==> config.mk <==
export PLATFORM = sky130hd
export DESIGN_NAME = iter_int_mul_ifc
export DESIGN_NICKNAME = d
export VERILOG_FILES = /design/src/rtl/iter_int_mul_ifc.sv
export SDC_FILE = /design/constraint.sdc
export NUM_CORES = 1
export LEC_CHECK = 0
export ABC_AREA = 1
export BUFFER_PORTS_ARGS = -buffer_cell sky130_fd_sc_hd__buf_4
export CORE_AREA = 2 2 125 175
export CTS_CLUSTER_DIAMETER = 200
export DETAILED_ROUTE_END_ITERATION = 16
export DIE_AREA = 0 0 127 177
export SYNTH_ARGS = -nofsm -noshare
export SYNTH_HDL_FRONTEND = slang
export SYNTH_SLANG_ARGS = --single-unit
export TNS_END_PERCENT = 1
==> constraint.sdc <==
create_clock -name clk -period 4.9 [get_ports clk]
set_input_delay 0.49 -clock clk [delete_from_list [all_inputs] [get_ports clk]]
set_output_delay 0.49 -clock clk [all_outputs]
set_load 0.02 [all_outputs]
==> src/rtl/iter_int_mul_ifc.sv <==
// Request/response front-end for the iterative integer multiplier: buffers
// operand pairs, issues one op at a time with a single-cycle op_val pulse.
module iter_int_mul_ifc #(
  parameter int WIDTH     = 32,
  parameter int REQ_DEPTH = 2
) (
  input  logic             clk,
  input  logic             reset,
  input  logic             req_val,
  output logic             req_rdy,
  input  logic [WIDTH-1:0] req_a,
  input  logic [WIDTH-1:0] req_b,
  output logic             resp_val,
  input  logic             resp_rdy,
  output logic [WIDTH-1:0] resp_p,
  output logic             op_val,
  output logic [WIDTH-1:0] op_a,
  output logic [WIDTH-1:0] op_b,
  input  logic             mul_commit,
  input  logic [WIDTH-1:0] mul_p
);

  localparam int PTR_W = (REQ_DEPTH > 1) ? $clog2(REQ_DEPTH) : 1;
  localparam int CNT_W = $clog2(REQ_DEPTH + 1);

  typedef enum logic [1:0] {
    ST_IDLE  = 2'd0,
    ST_ISSUE = 2'd1,
    ST_WAIT  = 2'd2
  } state_e;

  logic [WIDTH-1:0] mem_a_q [REQ_DEPTH];
  logic [WIDTH-1:0] mem_b_q [REQ_DEPTH];
  logic [PTR_W-1:0] wr_ptr_q, wr_ptr_d;
  logic [PTR_W-1:0] rd_ptr_q, rd_ptr_d;
  logic [CNT_W-1:0] count_q, count_d;

  state_e           state_q, state_d;
  logic             op_val_q, op_val_d;
  logic [WIDTH-1:0] op_a_q, op_a_d;
  logic [WIDTH-1:0] op_b_q, op_b_d;
  logic             resp_val_q, resp_val_d;
  logic [WIDTH-1:0] resp_p_q, resp_p_d;

  logic fifo_full;
  logic fifo_empty;
  logic resp_free;
  logic push;
  logic pop;
  logic capture;

  assign fifo_full  = (count_q == CNT_W'(REQ_DEPTH));
  assign fifo_empty = (count_q == '0);
  // No bypass: a full FIFO refuses a push even when a pop happens this cycle.
  assign req_rdy    = !reset && !fifo_full;
  assign push       = req_val && req_rdy;
  assign resp_free  = !resp_val_q || resp_rdy;
  assign pop        = (state_q == ST_IDLE) && !fifo_empty && resp_free;

  always_comb begin
    wr_ptr_d = wr_ptr_q;
    rd_ptr_d = rd_ptr_q;
    count_d  = count_q;
    if (push) begin
      wr_ptr_d = wr_ptr_q + PTR_W'(1);
    end
    if (pop) begin
      rd_ptr_d = rd_ptr_q + PTR_W'(1);
    end
    case ({push, pop})
      2'b10:   count_d = count_q + CNT_W'(1);
      2'b01:   count_d = count_q - CNT_W'(1);
      default: count_d = count_q;
    endcase
  end

  always_comb begin
    state_d  = state_q;
    op_val_d = 1'b0;
    op_a_d   = op_a_q;
    op_b_d   = op_b_q;
    capture  = 1'b0;
    case (state_q)
      ST_IDLE: begin
        if (pop) begin
          state_d  = ST_ISSUE;
          op_val_d = 1'b1;
          op_a_d   = mem_a_q[rd_ptr_q];
          op_b_d   = mem_b_q[rd_ptr_q];
        end
      end
      ST_ISSUE: begin
        state_d = ST_WAIT;
      end
      ST_WAIT: begin
        // Commits seen in any other state are ignored.
        if (mul_commit) begin
          capture = 1'b1;
          state_d = ST_IDLE;
        end
      end
      default: begin
        state_d = ST_IDLE;
      end
    endcase
  end

  always_comb begin
    resp_val_d = resp_val_q;
    resp_p_d   = resp_p_q;
    if (capture) begin
      resp_val_d = 1'b1;
      resp_p_d   = mul_p;
    end else if (resp_val_q && resp_rdy) begin
      resp_val_d = 1'b0;
    end
  end

  always_ff @(posedge clk) begin
    if (push) begin
      mem_a_q[wr_ptr_q] <= req_a;
      mem_b_q[wr_ptr_q] <= req_b;
    end
  end

  always_ff @(posedge clk) begin
    if (reset) begin
      wr_ptr_q   <= '0;
      rd_ptr_q   <= '0;
      count_q    <= '0;
      state_q    <= ST_IDLE;
      op_val_q   <= 1'b0;
      op_a_q     <= '0;
      op_b_q     <= '0;
      resp_val_q <= 1'b0;
      resp_p_q   <= '0;
    end else begin
      wr_ptr_q   <= wr_ptr_d;
      rd_ptr_q   <= rd_ptr_d;
      count_q    <= count_d;
      state_q    <= state_d;
      op_val_q   <= op_val_d;
      op_a_q     <= op_a_d;
      op_b_q     <= op_b_d;
      resp_val_q <= resp_val_d;
      resp_p_q   <= resp_p_d;
    end
  end

  assign op_val   = op_val_q;
  assign op_a     = op_a_q;
  assign op_b     = op_b_q;
  assign resp_val = resp_val_q;
  assign resp_p   = resp_p_q;

endmodule

* After elaboration in Yosys (flattened, before gate mapping)
Memories as Yosys holds them, arrays and structs flattened. A register that Yosys moved wholly into a read port is not among the register bits. Cells that the tools add are included. W data, S select, Z words.
Word-level totals: register bits 40, RAM bits 128, output and inout port bits 99, memories kept 2
Operators by class: $add $sub $neg 4, eq/ne operators 7, multiplexer cells 11, bitwise logic cells 1, reduce and logical (&&, ||, !) cells 17
Memories:
- mem_a_q | depth 2, width 32, read ports 1, clocked after memory_dff 1, write ports 1, line 32 | logic [WIDTH-1:0] mem_a_q [REQ_DEPTH];
- mem_b_q | depth 2, width 32, read ports 1, clocked after memory_dff 1, write ports 1, line 33 | logic [WIDTH-1:0] mem_b_q [REQ_DEPTH];
Operator list (number):
- $mux W1 | 7
- $eq A2 B2 Y1 const B | 3
- $pmux W2 S3 | 1
- $logic_and A1 B1 Y1 | 5
- $eq A2 B1 Y1 const B | 2
- $logic_not A1 Y1 | 4
- $logic_not A2 Y1 | 2
- $mux W2 | 2
- $ne A2 B2 Y1 const B | 2
- $pmux W2 S2 | 1
- $reduce_and A2 Y1 | 2
- $reduce_bool A2 Y1 | 2
- $add A1 B1 Y1 const B | 2
- $add A2 B1 Y2 const B | 1
- $reduce_or A2 Y1 | 1
- $sub A2 B1 Y2 const B | 1
- $logic_or A1 B1 Y1 | 1
- $not A1 Y1 | 1

* Logic depth before layout (Yosys ltp)
word-level depth 6, mapped depth 11

* Least setup slack after synthesis
No wires, ideal clock.
kind input-to-reg, start input port reset, end memory mem_a_q[0][0], enable pin, arrival time 3.514 ns, data required time 4.414 ns, setup slack 0.900 ns, cell stages on the path 4, path buffers 1, cells stage by stage inv_1 > buf_2 > nand3_1 > nor2_1
Between the ends: cells in the longest elaborated chain, start to end 5
Ends and longest elaborated chain:
- start: declaration | line 8 | input logic reset,
- $logic_not A1 Y1 | line 55 | assign req_rdy = !reset && !fifo_full;
- $logic_and A1 B1 Y1 | line 55
- $logic_and A1 B1 Y1 | line 56 | assign push = req_val && req_rdy;
- $mux W1 | line 120 | if (push) begin
- $mux W1 (not written as such) | line 121 | mem_a_q[wr_ptr_q] <= req_a;
- end: declaration | line 32
No other way between the ends.

* Worst setup path after layout
start register count_q[0], end memory mem_b_q[0][8], enable pin
Between the ends: cells in the longest elaborated chain, start to end 6
Ends and longest elaborated chain:
- start: declaration | line 36 | logic [CNT_W-1:0] count_q, count_d;
- start signal: assignment | line 140 | count_q <= count_d;
- $eq A2 B2 Y1 | line 52 | assign fifo_full = (count_q == CNT_W'(REQ_DEPTH));
- $logic_not A1 Y1 | line 55
- $logic_and A1 B1 Y1 | line 55
- $logic_and A1 B1 Y1 | line 56
- $mux W1 | line 120
- $mux W1 (not written as such) | line 122 | mem_b_q[wr_ptr_q] <= req_b;
- end: declaration | line 33
No other way between the ends.

==> impl_summary.log <==
INFO  metric critical_path_arrival = 2.48 ns
INFO  metric total_of_endpoints_with_negative_setup_slack_in_the_final_report = 0
INFO  metric synth-edff-count = 128
INFO  metric detail_route.vias_per_cell = 4.48
INFO  metric num_vias = 6,230
INFO  metric path_max_fanout = 37
INFO  metric drtAntennaViolNets = 0
INFO  metric h_tree_depth = 1
INFO  metric cp.depth = 5
INFO  metric endpoint_kind = register
INFO  metric drive_above_1_share = 0.224
INFO  metric cp_num_buf_inv = 2
INFO  metric reg2regPathDepth = 5
INFO  metric detail_route.wirelength = 18,800 um
INFO  metric postSynthRegisterBits = 232
INFO  metric synth.mux.area_fraction = 0
INFO  metric netlist_area = 8650 sq um
INFO  metric cp_top_family = simple AND/OR/NAND/NOR gates
INFO  metric gpl.final_weighted_congestion = 0.726
INFO  metric critPathLaunch = count_q[0]
INFO  metric clock-root-buffer = sky130_fd_sc_hd__clkbuf_16
INFO  metric route.layer.met1.wl = 7440 um
INFO  metric top_achievable_clock_speed = 427 MHz
INFO  metric crit_chain = inv_2, nand2_1, nand3_1, nor2_4, buf_4
INFO  metric dieWidth = 127 um
INFO  metric critPathLaunchType = register
INFO  metric cts_tree = done
INFO  metric synth-simple-area-share = 0.236
INFO  metric postSynth.asyncResetShare = 0
INFO  metric place_worst_setup_slack = 2.31 ns
INFO  metric wl_per_cell = 13.6 um
INFO  metric finalSetupTns = 0 ns
INFO  metric cts_resized = 0
INFO  metric r2r-end = mem_b_q[0][8]
INFO  metric hold-path-endpoint = mem_a_q[0][29]
INFO  metric avgSynthCellArea = 9.33 sq um
INFO  metric synth-seq-area-share = 0.685
INFO  metric drcViolationCount = 0
INFO  metric fin_nets = 1,215
INFO  metric timing_worst_slew_pin_value = 1.09 ns
INFO  metric synth_flop_cell = sky130_fd_sc_hd__edfxtp_1
INFO  metric post_layout_nonfiller_instances = 1,390
INFO  metric max_rail_drop_vdd = 261 uV
INFO  metric synth_top_family_by_area = simple AND/OR/NAND/NOR gates
INFO  metric worst_ep_required_time = 5.04 ns
INFO  metric post_route_clock_period_utilization = 0.478
INFO  metric timing_worst_setup_path_type = register to register
INFO  metric post_dp_cell_area = 10,300 sq um
INFO  metric yosys.area_share.xor_xnor = 0
INFO  metric start_util = 0.412
INFO  metric rows = 63
INFO  metric topRoutingLayerUsed = met4
INFO  metric met2_wirelength = 9630 um
INFO  metric postCtsSetupBuffers = 0
INFO  metric critical_path.slowest_cell = sky130_fd_sc_hd__nor2_4
INFO  metric clock_sink_count = 232
INFO  metric first_iter_violations = 239
INFO  metric clkSlewWorstSetupHoldPaths = 0.06 ns
INFO  metric global_route_wire_length_before_repair = 30,000 um
INFO  metric power_per_cell_area = 596 nW/um^2
INFO  metric run_status = complete, no violations
INFO  metric ys_warn_count = 0
INFO  metric finish.instance_area = 11,100 sq um
INFO  metric met3RoutedLength = 1480 um
INFO  metric postCtsHoldBufs = 0
INFO  metric synthToLayoutAreaGrowth = 28.8%
INFO  metric synth_compound_gate_area_share = 0.0220
INFO  metric dp_hpwl = 11,400 um
INFO  metric grt_start_max_net_pins = 100
INFO  metric fp.coreArea = 21,000 sq um
INFO  metric dieArea = 22,500 sq um
INFO  metric syn-num-nets = 1,029
INFO  metric post_synth_num_cell_types = 19
INFO  metric report.final.slew_viol_count = 0
INFO  metric synth-adder-area-share = 0.00145
INFO  metric worst_r2r_startpoint = count_q[0]
INFO  metric worstSkewPairLatency = 0.51 ns
INFO  metric detail_route.first_pass.iterations = 4
INFO  metric hold_violation_total_from_the_final_report = 0
INFO  metric worst-r2r-setup-slack = 2.56 ns
INFO  metric rsz0062_at_grt = false
INFO  metric layout_min_cycle_time = 2.34 ns
INFO  metric global_route_total_usage_across_every_layer = 0.166
INFO  metric placement.io_buffers = 199
INFO  metric top_level_ports = 200
INFO  metric hold_path.class = input pin to register
INFO  metric placedCellCount = 1,348
INFO  metric post_synth_inst_count = 927
INFO  metric timing.slew.headroom = 0.276
INFO  metric worstHoldStart = req_a[29]
INFO  metric cpPeakStageDelay = 0.70 ns
INFO  metric die-height = 177 um
INFO  metric timing.max_cap.violations = 0
INFO  metric clock_skew = 0.0122 ns
INFO  metric clock_path_buffers = 3
INFO  metric layout_setup_ws = 2.56 ns
INFO  metric antenna_found_initial = 0
INFO  metric p_leak = 0.00524 uW
INFO  metric cts_inserted_buffers = 23
INFO  metric vias_in_the_first_global_route = 6,017
INFO  metric overflow = 0
INFO  metric timing.hold.worst_path_depth = 1
[synth_stat cells, types with 2 or more instances]
cell / number / area (sq um)
sky130_fd_sc_hd__buf_2: 20 / 100
sky130_fd_sc_hd__dfxtp_1: 104 / 2080
sky130_fd_sc_hd__nand3_1: 2 / 10.0
sky130_fd_sc_hd__inv_2: 2 / 7.51
sky130_fd_sc_hd__o21ai_0: 33 / 165
sky130_fd_sc_hd__a21oi_1: 5 / 25.0
sky130_fd_sc_hd__nand2_1: 331 / 1240
sky130_fd_sc_hd__inv_1: 71 / 267
sky130_fd_sc_hd__edfxtp_1: 128 / 3840
sky130_fd_sc_hd__clkbuf_1: 18 / 67.6
sky130_fd_sc_hd__buf_1: 5 / 18.8
sky130_fd_sc_hd__nor2_1: 200 / 751
sky130_fd_sc_hd__buf_6: 2 / 22.5
[per-layer routing]
| metal | GRT usage | vias to the layer above |
|---|---|---|
| met3 | 0.0447 | 22 |
| met1 | 0.191 | 2796 |
| li1 | - | 3239 |
| met5 | 0 | - |
| met4 | 0.0440 | 0 |
| met2 | 0.304 | 173 |
[stage by stage]
stage / hold WS [ns] / total power, uW / util
3_3_place_gp: 0.494 / 4830 / 0.493
5_1_grt: 0.141 / 7090 / 0.531
3_5_place_dp: 0.500 / 4860 / 0.493
6_report: 0.162 / 6640 / 0.531
4_1_cts: 0.142 / 6730 / 0.531
2_1_floorplan: 0.479 / 4090 / -
[state kept, by name (all words and copies together), names as in the netlist]
name,flops
wr_ptr_q,1
op_val,1
state_q,2
mem_b_q,64
count_q,2
op_b,32
resp_val,1
op_a,32
mem_a_q,64
rd_ptr_q,1
resp_p,32
[cells in the final DEF (no fill, tap or decap), types with 2 or more instances in the layout]
cell,n
sky130_fd_sc_hd__a21oi_1,5
sky130_fd_sc_hd__buf_4,206
sky130_fd_sc_hd__bufinv_16,2
sky130_fd_sc_hd__clkbuf_1,3
sky130_fd_sc_hd__clkbuf_16,26
sky130_fd_sc_hd__clkbuf_8,4
sky130_fd_sc_hd__clkinv_2,4
sky130_fd_sc_hd__dfxtp_1,103
sky130_fd_sc_hd__edfxtp_1,128
sky130_fd_sc_hd__inv_1,68
sky130_fd_sc_hd__inv_2,4
sky130_fd_sc_hd__nand2_1,331
sky130_fd_sc_hd__nand3_1,2
sky130_fd_sc_hd__nor2_1,199
sky130_fd_sc_hd__o21ai_0,33
[worst max path at each step]
stage	endpoint	slack [ns]
2_1_floorplan	mem_a_q[0][0]	0.90
5_1_grt	op_b[13]	2.32
6_report	mem_b_q[0][8]	2.56
3_3_place_gp	mem_b_q[0][27]	2.34
4_1_cts	mem_a_q[0][1]	2.50
3_5_place_dp	mem_a_q[0][30]	2.31
[layout make-up]
cell class,instances,area [sq um]
antenna,1,2.50
timing repair buffer,206,1550
tap,260,325
sequential,232,5930
inverter,73,275
clock inverter,8,93.8
clock buffer,33,717
multi-input combinational,577,2250
fill,1917,9830
[worst register-to-register path, cell delays in order (launching register included)]
cell,delay (ns)
sky130_fd_sc_hd__dfxtp_1,0.36
sky130_fd_sc_hd__inv_2,0.07
sky130_fd_sc_hd__nand2_1,0.07
sky130_fd_sc_hd__nand3_1,0.16
sky130_fd_sc_hd__nor2_4,0.70
sky130_fd_sc_hd__buf_4,0.59
[kinds of logic after synthesis]
logic type	count (synthesis)
DFF	232
adders and majority gates	1
buffers and inverters	118
AOI/OAI and AO/OA	38
and+or+nand+nor	538
[power breakdown]
group / internal, uW / switching [uW]
Combinational: 789 / 1400
Clock: 1120 / 726
Sequential: 2420 / 176
Total: 4330 / 2300
(Power assumes the default switching activity.)
